**src/rtl/lfsr_prbs_gen_if.sv**
```systemverilog
// Interface bundle for lfsr_prbs_gen: control inputs from the consumer side
// (master) and the registered generator outputs (slave = the generator).
interface lfsr_prbs_gen_if #(
   parameter int unsigned WIDTH = 7,
   parameter int unsigned LEN_W = 8
);
   logic             seed_load;
   logic [WIDTH-1:0] seed;
   logic             en;
   logic             start;
   logic [LEN_W-1:0] burst_len;
   logic [WIDTH-1:0] lfsr_out;
   logic             bit_out;
   logic             valid;
   logic             busy;
   logic             done;
   logic [WIDTH-1:0] step_cnt;
   logic             period_done;

   modport master (
      output seed_load, seed, en, start, burst_len,
      input  lfsr_out, bit_out, valid, busy, done, step_cnt, period_done
   );

   modport slave (
      input  seed_load, seed, en, start, burst_len,
      output lfsr_out, bit_out, valid, busy, done, step_cnt, period_done
   );
endinterface

```
**src/rtl/lfsr_prbs_gen.sv**
```systemverilog
// Parametrised Fibonacci LFSR / PRBS generator with zero-seed guard,
// burst mode (start/len/busy/done) and per-step valid strobe.
// Optional macro LFSR_PRBS_PERIOD_EN enables the step counter and the
// period_done wrap pulse; without it both outputs are tied low.
module lfsr_prbs_gen #(
   parameter int unsigned      WIDTH        = 7,
   parameter logic [WIDTH-1:0] TAPS         = 7'h60,
   parameter logic [WIDTH-1:0] SEED_DEFAULT = 7'h01,
   parameter int unsigned      LEN_W        = 8,
   parameter int unsigned      PERIOD       = 127
) (
   input  logic           clk,
   input  logic           rst,
   lfsr_prbs_gen_if.slave bus
);

   localparam logic [0:0]       ST_IDLE     = 1'b0;
   localparam logic [0:0]       ST_RUN      = 1'b1;
   localparam logic [WIDTH-1:0] ZERO_W      = {WIDTH{1'b0}};
   localparam logic [WIDTH-1:0] ONE_W       = {{(WIDTH-1){1'b0}}, 1'b1};
   localparam logic [LEN_W-1:0] ZERO_L      = {LEN_W{1'b0}};
   localparam logic [LEN_W-1:0] ONE_L       = {{(LEN_W-1){1'b0}}, 1'b1};
   localparam logic [WIDTH-1:0] PERIOD_LAST = WIDTH'(PERIOD - 1);

   // Feedback bit: parity of the tapped state bits.
   function automatic logic lfsr_fb(input logic [WIDTH-1:0] s);
      return ^(s & TAPS);
   endfunction

   logic [WIDTH-1:0] r_state;
   logic [0:0]       r_fsm;
   logic [LEN_W-1:0] r_rem;
   logic             r_valid;
   logic             r_busy;
   logic             r_done;

   logic [WIDTH-1:0] w_state_nxt;
   logic [0:0]       w_fsm_nxt;
   logic [LEN_W-1:0] w_rem_nxt;
   logic             w_step;
   logic             w_done_nxt;

   // Next-state decode: seed_load beats start, start beats a step.
   always_comb begin
      w_state_nxt = r_state;
      w_fsm_nxt   = r_fsm;
      w_rem_nxt   = r_rem;
      w_step      = 1'b0;
      w_done_nxt  = 1'b0;
      if (bus.seed_load) begin
         // A zero seed would lock the LFSR, so substitute the default.
         w_state_nxt = (bus.seed == ZERO_W) ? SEED_DEFAULT : bus.seed;
         w_fsm_nxt   = ST_IDLE;
         w_rem_nxt   = ZERO_L;
      end else begin
         case (r_fsm)
            ST_IDLE: begin
               if (bus.start) begin
                  if (bus.burst_len != ZERO_L) begin
                     w_fsm_nxt = ST_RUN;
                     w_rem_nxt = bus.burst_len;
                  end else begin
                     w_done_nxt = 1'b1;
                  end
               end else if (bus.en) begin
                  w_step = 1'b1;
               end else begin
                  w_step = 1'b0;
               end
            end
            ST_RUN: begin
               if (bus.en) begin
                  w_step    = 1'b1;
                  w_rem_nxt = r_rem - ONE_L;
                  if (r_rem == ONE_L) begin
                     w_fsm_nxt  = ST_IDLE;
                     w_done_nxt = 1'b1;
                  end else begin
                     w_fsm_nxt = ST_RUN;
                  end
               end else begin
                  w_step = 1'b0;
               end
            end
            default: begin
               w_fsm_nxt = ST_IDLE;
               w_rem_nxt = ZERO_L;
            end
         endcase
         if (w_step) begin
            w_state_nxt = {r_state[WIDTH-2:0], lfsr_fb(r_state)};
         end else begin
            w_state_nxt = r_state;
         end
      end
   end

   // State, FSM and registered strobes.
   always_ff @(posedge clk) begin
      if (rst) begin
         r_state <= SEED_DEFAULT;
         r_fsm   <= ST_IDLE;
         r_rem   <= ZERO_L;
         r_valid <= 1'b0;
         r_busy  <= 1'b0;
         r_done  <= 1'b0;
      end else begin
         r_state <= w_state_nxt;
         r_fsm   <= w_fsm_nxt;
         r_rem   <= w_rem_nxt;
         r_valid <= w_step;
         r_busy  <= (w_fsm_nxt == ST_RUN);
         r_done  <= w_done_nxt;
      end
   end

   assign bus.lfsr_out = r_state;
   assign bus.bit_out  = r_state[WIDTH-1];
   assign bus.valid    = r_valid;
   assign bus.busy     = r_busy;
   assign bus.done     = r_done;

`ifdef LFSR_PRBS_PERIOD_EN
   logic [WIDTH-1:0] r_step_cnt;
   logic             r_period_done;

   // Step counter wrapping at PERIOD, pulsing period_done alongside valid.
   always_ff @(posedge clk) begin
      if (rst) begin
         r_step_cnt    <= ZERO_W;
         r_period_done <= 1'b0;
      end else if (bus.seed_load) begin
         r_step_cnt    <= ZERO_W;
         r_period_done <= 1'b0;
      end else if (w_step) begin
         if (r_step_cnt == PERIOD_LAST) begin
            r_step_cnt    <= ZERO_W;
            r_period_done <= 1'b1;
         end else begin
            r_step_cnt    <= r_step_cnt + ONE_W;
            r_period_done <= 1'b0;
         end
      end else begin
         r_period_done <= 1'b0;
      end
   end

   assign bus.step_cnt    = r_step_cnt;
   assign bus.period_done = r_period_done;
`else
   logic [WIDTH-1:0] w_unused_period;
   assign w_unused_period  = PERIOD_LAST ^ ONE_W;
   assign bus.step_cnt     = ZERO_W;
   assign bus.period_done  = 1'b0;
`endif

endmodule
```
**src/flat_wrapper.sv**
```systemverilog
// flat-port wrapper written by rule: the top's interface ports become plain ports
module lfsr_prbs_gen_flat 
#(
   parameter int unsigned      WIDTH        = 7,
   parameter logic [WIDTH-1:0] TAPS         = 7'h60,
   parameter logic [WIDTH-1:0] SEED_DEFAULT = 7'h01,
   parameter int unsigned      LEN_W        = 8,
   parameter int unsigned      PERIOD       = 127
)
  (clk, rst, bus_seed_load, bus_seed, bus_en, bus_start, bus_burst_len, bus_lfsr_out, bus_bit_out, bus_valid, bus_busy, bus_done, bus_step_cnt, bus_period_done);
  lfsr_prbs_gen_if #(.WIDTH(WIDTH), .LEN_W(LEN_W)) bus_i ();
  input  logic clk;
  input  logic rst;
  input wire logic [$bits(bus_i.seed_load)-1:0] bus_seed_load;
  input wire logic [$bits(bus_i.seed)-1:0] bus_seed;
  input wire logic [$bits(bus_i.en)-1:0] bus_en;
  input wire logic [$bits(bus_i.start)-1:0] bus_start;
  input wire logic [$bits(bus_i.burst_len)-1:0] bus_burst_len;
  output wire logic [$bits(bus_i.lfsr_out)-1:0] bus_lfsr_out;
  output wire logic [$bits(bus_i.bit_out)-1:0] bus_bit_out;
  output wire logic [$bits(bus_i.valid)-1:0] bus_valid;
  output wire logic [$bits(bus_i.busy)-1:0] bus_busy;
  output wire logic [$bits(bus_i.done)-1:0] bus_done;
  output wire logic [$bits(bus_i.step_cnt)-1:0] bus_step_cnt;
  output wire logic [$bits(bus_i.period_done)-1:0] bus_period_done;
  assign bus_i.seed_load = bus_seed_load;
  assign bus_i.seed = bus_seed;
  assign bus_i.en = bus_en;
  assign bus_i.start = bus_start;
  assign bus_i.burst_len = bus_burst_len;
  assign bus_lfsr_out = bus_i.lfsr_out;
  assign bus_bit_out = bus_i.bit_out;
  assign bus_valid = bus_i.valid;
  assign bus_busy = bus_i.busy;
  assign bus_done = bus_i.done;
  assign bus_step_cnt = bus_i.step_cnt;
  assign bus_period_done = bus_i.period_done;
  lfsr_prbs_gen #(.WIDTH(WIDTH), .TAPS(TAPS), .SEED_DEFAULT(SEED_DEFAULT), .LEN_W(LEN_W), .PERIOD(PERIOD)) u_core (.clk(clk), .rst(rst), .bus(bus_i));
endmodule
```
**config.mk**
```make
export PLATFORM = sky130hd
export DESIGN_NAME = lfsr_prbs_gen_flat
export DESIGN_NICKNAME = d
export VERILOG_FILES = /design/src/rtl/lfsr_prbs_gen_if.sv /design/src/rtl/lfsr_prbs_gen.sv /design/src/flat_wrapper.sv
export SDC_FILE = /design/constraint.sdc
export NUM_CORES = 1
export LEC_CHECK = 0
export ABC_CLOCK_PERIOD_IN_PS = 1800
export CAP_MARGIN = 20
export CORE_MARGIN = 8
export CORE_UTILIZATION = 45
export CTS_BUF_LIST = sky130_fd_sc_hd__clkbuf_8
export CTS_CLUSTER_DIAMETER = 30
export DETAILED_ROUTE_END_ITERATION = 10
export PLACE_DENSITY = 0.84
export SYNTH_ARGS = -nofsm -noshare
export SYNTH_HDL_FRONTEND = slang
export SYNTH_SLANG_ARGS = --single-unit
```
**constraint.sdc**
```tcl
create_clock -name clk -period 1.8 [get_ports clk]
set_input_delay 0.36 -clock clk [delete_from_list [all_inputs] [get_ports clk]]
set_output_delay 0.36 -clock clk [all_outputs]
set_load 0.01 [all_outputs]
```
==> out/summary.log <==
INFO  floorplanning  core=0.00221mm^2
INFO  power_and_ir_drop p_comb_share=25.5%
INFO  global_routing grt_util_all_layers=15.4%
INFO  detailed_routing first_pass_iters=4
INFO  sta            finClkSkew=0.00123ns
INFO  global_routing grt_start_max_net_pins=14
INFO  worst_setup_path r2r_setup_slack=0.28ns
INFO  power_and_ir_drop power_switching=265uW
INFO  sta            timing.fmax=612MHz
INFO  yosys          synth.top_cells.by_count=18 x dfxtp_1, 10 x nand2_1, 9 x buf_4, 9 x nor2b_1, 9 x nor3_1
INFO  sta            slew_violations=0
INFO  min_path       min-delay-path-class=register to register
INFO  placement      dp.cells=198
INFO  yosys          top_cell_type_s_share_of_synthesized_area=34.2%
INFO  clock_network  cts_max_path_buffers=2
INFO  layout         n_antenna_cell=0
INFO  job            cap_viol_max_count=0
INFO  layout         stdcell_area=0.00149mm^2
INFO  worst_setup_path critPathLaunchType=register
INFO  worst_setup_path worstPathRequired=1.44ns
INFO  detailed_routing final_routed_drc_violation_total=0
INFO  clock_network  cts-buffers-inserted=3
INFO  clock_network  tritoncts_num_sinks=18
INFO  worst_setup_path cpLargestDelayFamily=buffers and inverters
INFO  sta            final-setup-viol-count=0
INFO  clock_network  post-cts-setup-buffer-count=0
INFO  outcome        outcome=finished clean
INFO  placement      dp_worst_setup_slack=-0.0649ns
INFO  worst_setup_path timing.reg2reg.worst_path_depth=5
INFO  yosys          synth_edf_count=0
INFO  power_and_ir_drop irDropWorstVdd=0.000552V
INFO  clock_network  postCtsHoldBufs=0
INFO  yosys          mappedNetlistArea=0.00105mm^2
INFO  sta            setup_repair_after_global_routing_missed_its_margin=no
INFO  worst_setup_path cpMaxStageDelayCell=clkdlybuf4s50_1
INFO  layout         drive_above_1_share=13.3%
INFO  min_path       min_delay_startpoint=u_core.r_rem[7]
INFO  power_and_ir_drop seq_power_share=45.8%
INFO  worst_setup_path cp_data_arrival_time=1.27ns
INFO  clock_network  clk_pin_slew_worst_paths=0.06ns
INFO  worst_setup_path cp_num_buf_inv=1
INFO  layout         final_net_count=197
INFO  power_and_ir_drop switching_share=27.4%
INFO  power_and_ir_drop pwr-share-clk=28.7%
INFO  sta            report.final.hold_viol_count=0
INFO  global_routing initial_antenna_violation_count=0
INFO  sta            post-route-worst-setup-slack=0.167ns
INFO  detailed_routing dr_total_vias=1,126
INFO  floorplanning  top_level_ports=39
INFO  power_and_ir_drop report.power.total=967uW
INFO  clock_network  clock-root-buffer=clkbuf_8
INFO  power_and_ir_drop power_leakage=0.000592uW
INFO  yosys          postSynthRegisterBits=18
INFO  floorplanning  die_area=0.00414mm^2
INFO  global_routing grt_pass1_wl=5.20mm
INFO  layout         n_fill_cell=178
INFO  power_and_ir_drop p_int=702uW
INFO  layout         syn2layout_area_growth=41.7%
INFO  yosys          cell_with_the_most_instances_after_synthesis=dfxtp_1
INFO  placement      dp.final_hpwl=2.51mm
INFO  sta            totalNegativeSetupSlack=0ns
INFO  yosys          synthDistinctLibCells=37
INFO  worst_setup_path timing.critical_path.to_type=primary output
INFO  clock_network  clk_latency=0.25ns
INFO  worst_setup_path r2r-end=u_core.bus.lfsr_out[5]
INFO  floorplanning  die-height=64.4um
INFO  yosys          avg_synthesized_cell_area=8.03um^2
INFO  detailed_routing wl_per_cell=15.6um
INFO  detailed_routing drt.antenna.violating_nets=0
INFO  placement      place_area=0.00145mm^2
INFO  floorplanning  fp.dieW=64.4um
INFO  detailed_routing drt-vias-per-instance=5.60
INFO  placement      routabilityCongestion=0.944
INFO  detailed_routing drt_iter0_markers=40
INFO  detailed_routing route.final.wire_length=3.13mm
INFO  yosys          netlist.top_cell.by_area=dfxtp_1
INFO  worst_setup_path worstPathMaxFanout=6
INFO  global_routing overall_overflow_remaining_after_global_route=0
INFO  worst_setup_path path_cells=clkdlybuf4s50_1
INFO  floorplanning  floorplan.initialDensity=47.6%
INFO  sta            finalCritPeriodShare=90.7%
INFO  power_and_ir_drop power_density=648mW/mm^2
INFO  yosys          dominantRegCellSynth=dfxtp_1
INFO  sta            period_needed=1.63ns
INFO  yosys          ys_seq_area_share=34.2%
INFO  yosys          synthCells=131
INFO  clock_network  htree_num_levels=1
INFO  yosys          ys_top_cells_by_area=dfxtp_1 34%, buf_4 6.4%, nor2b_1 5.4%
INFO  layout         final_cell_count_no_fill=201
INFO  worst_setup_path crit_path_max_incr_delay=0.58ns
INFO  global_routing grt_pass1_vias=1,123
INFO  min_path       holdPathStages=2
INFO  clock_network  cts-resized-gates=0
INFO  floorplanning  row_cnt=17
INFO  yosys          synth-async-reset-ratio=0%
INFO  layout         seqCellArea=360um^2
INFO  placement      placement.io_buffers=30
INFO  clock_network  cts_tree=yes
INFO  layout         multi_input_combinational_cell_area=619um^2
INFO  worst_setup_path r2r-start=u_core.r_fsm
INFO  yosys          synthesis.yosys.warnings=0
INFO  min_path       hold-path-endpoint=u_core.r_rem[7]
INFO  worst_setup_path worst-setup-path-type=register to primary output
-- power groups by stage --
| stage | clock network, uW | logic, uW | registers [uW] |
|---|---|---|---|
| finish | 277 | 247 | 443 |
| global route | 301 | 267 | 446 |
| CTS | 283 | 244 | 442 |
| detailed placement | 0 | 242 | 451 |
| global placement | 0 | 238 | 450 |
| floorplan | 0 | 126 | 452 |
-- final cells by class --
class | count | area share (%)
clock buffers | 3 | 2.77
inverters | 2 | 0.503
multi-input cells | 103 | 41.5
flip-flops and latches | 18 | 24.2
well taps | 28 | 2.35
repair buffers | 47 | 28.7
-- metrics by stage --
stage               hold WS, ns  utilization [%]
global route              0.531             67.4
finish                    0.501             67.4
CTS                       0.508             67.4
detailed placement        0.499             65.6
global placement          0.497             65.6
floorplan                 0.472                -
-- how the worst max path moves through the flow --
stage | end | slack, ns | startpoint | cells past startpoint
3_3_place_gp | u_core.r_rem[0] | -0.03 | bus_burst_len[2] | 6
5_1_grt | u_core.r_rem[1] | 0.08 | bus_burst_len[2] | 7
6_report | bus_busy | 0.17 | u_core.r_fsm | 1
4_1_cts | bus_busy | 0.17 | u_core.r_fsm | 1
2_1_floorplan | u_core.r_rem[2] | 0.41 | u_core.r_fsm | 5
3_5_place_dp | u_core.bus.lfsr_out[5] | -0.06 | bus_start | 6
-- sequential cells by signal, indices dropped and copies added, names as in the netlist --
| name | cells |
|---|---|
| u_core.bus.valid | 1 |
| u_core.r_rem | 8 |
| u_core.bus.done | 1 |
| u_core.bus.lfsr_out | 7 |
| u_core.r_fsm | 1 |
-- routing by layer --
layer	GRT usage (%)	vias to the layer above	routed length [um]
li1	-	549	-
met1	19.0	517	1310
met2	24.8	50	1510
met3	4.18	10	244
met4	5.99	0	70
met5	0	-	0
-- cells by family (layout without fill, tap and decap cells) --
logic type	Yosys count	count (layout)	share of synthesized area [%]
and+or+nand+nor	57	57	29.6
AOI/OAI and AO/OA	32	32	20.3
DFF	18	18	34.2
buffers and inverters	17	52	9.39
muxes	3	3	2.85
adders and majority gates	2	2	2.38
other	1	8	0.356
xor gates and xnor gates	1	1	0.832
-- cell usage in the layout (no fill, tap or decap), types with 4 or more instances in the layout --
cell type / instances
nor4_1: 4
clkdlybuf4s50_1: 30
conb_1: 8
nor3_1: 9
and3_1: 7
dfxtp_1: 18
a211oi_1: 6
buf_4: 17
o22ai_1: 6
nor2b_1: 9
nor2_1: 6
nand2_1: 10
Note: power is estimated with default switching activity, not from simulation.
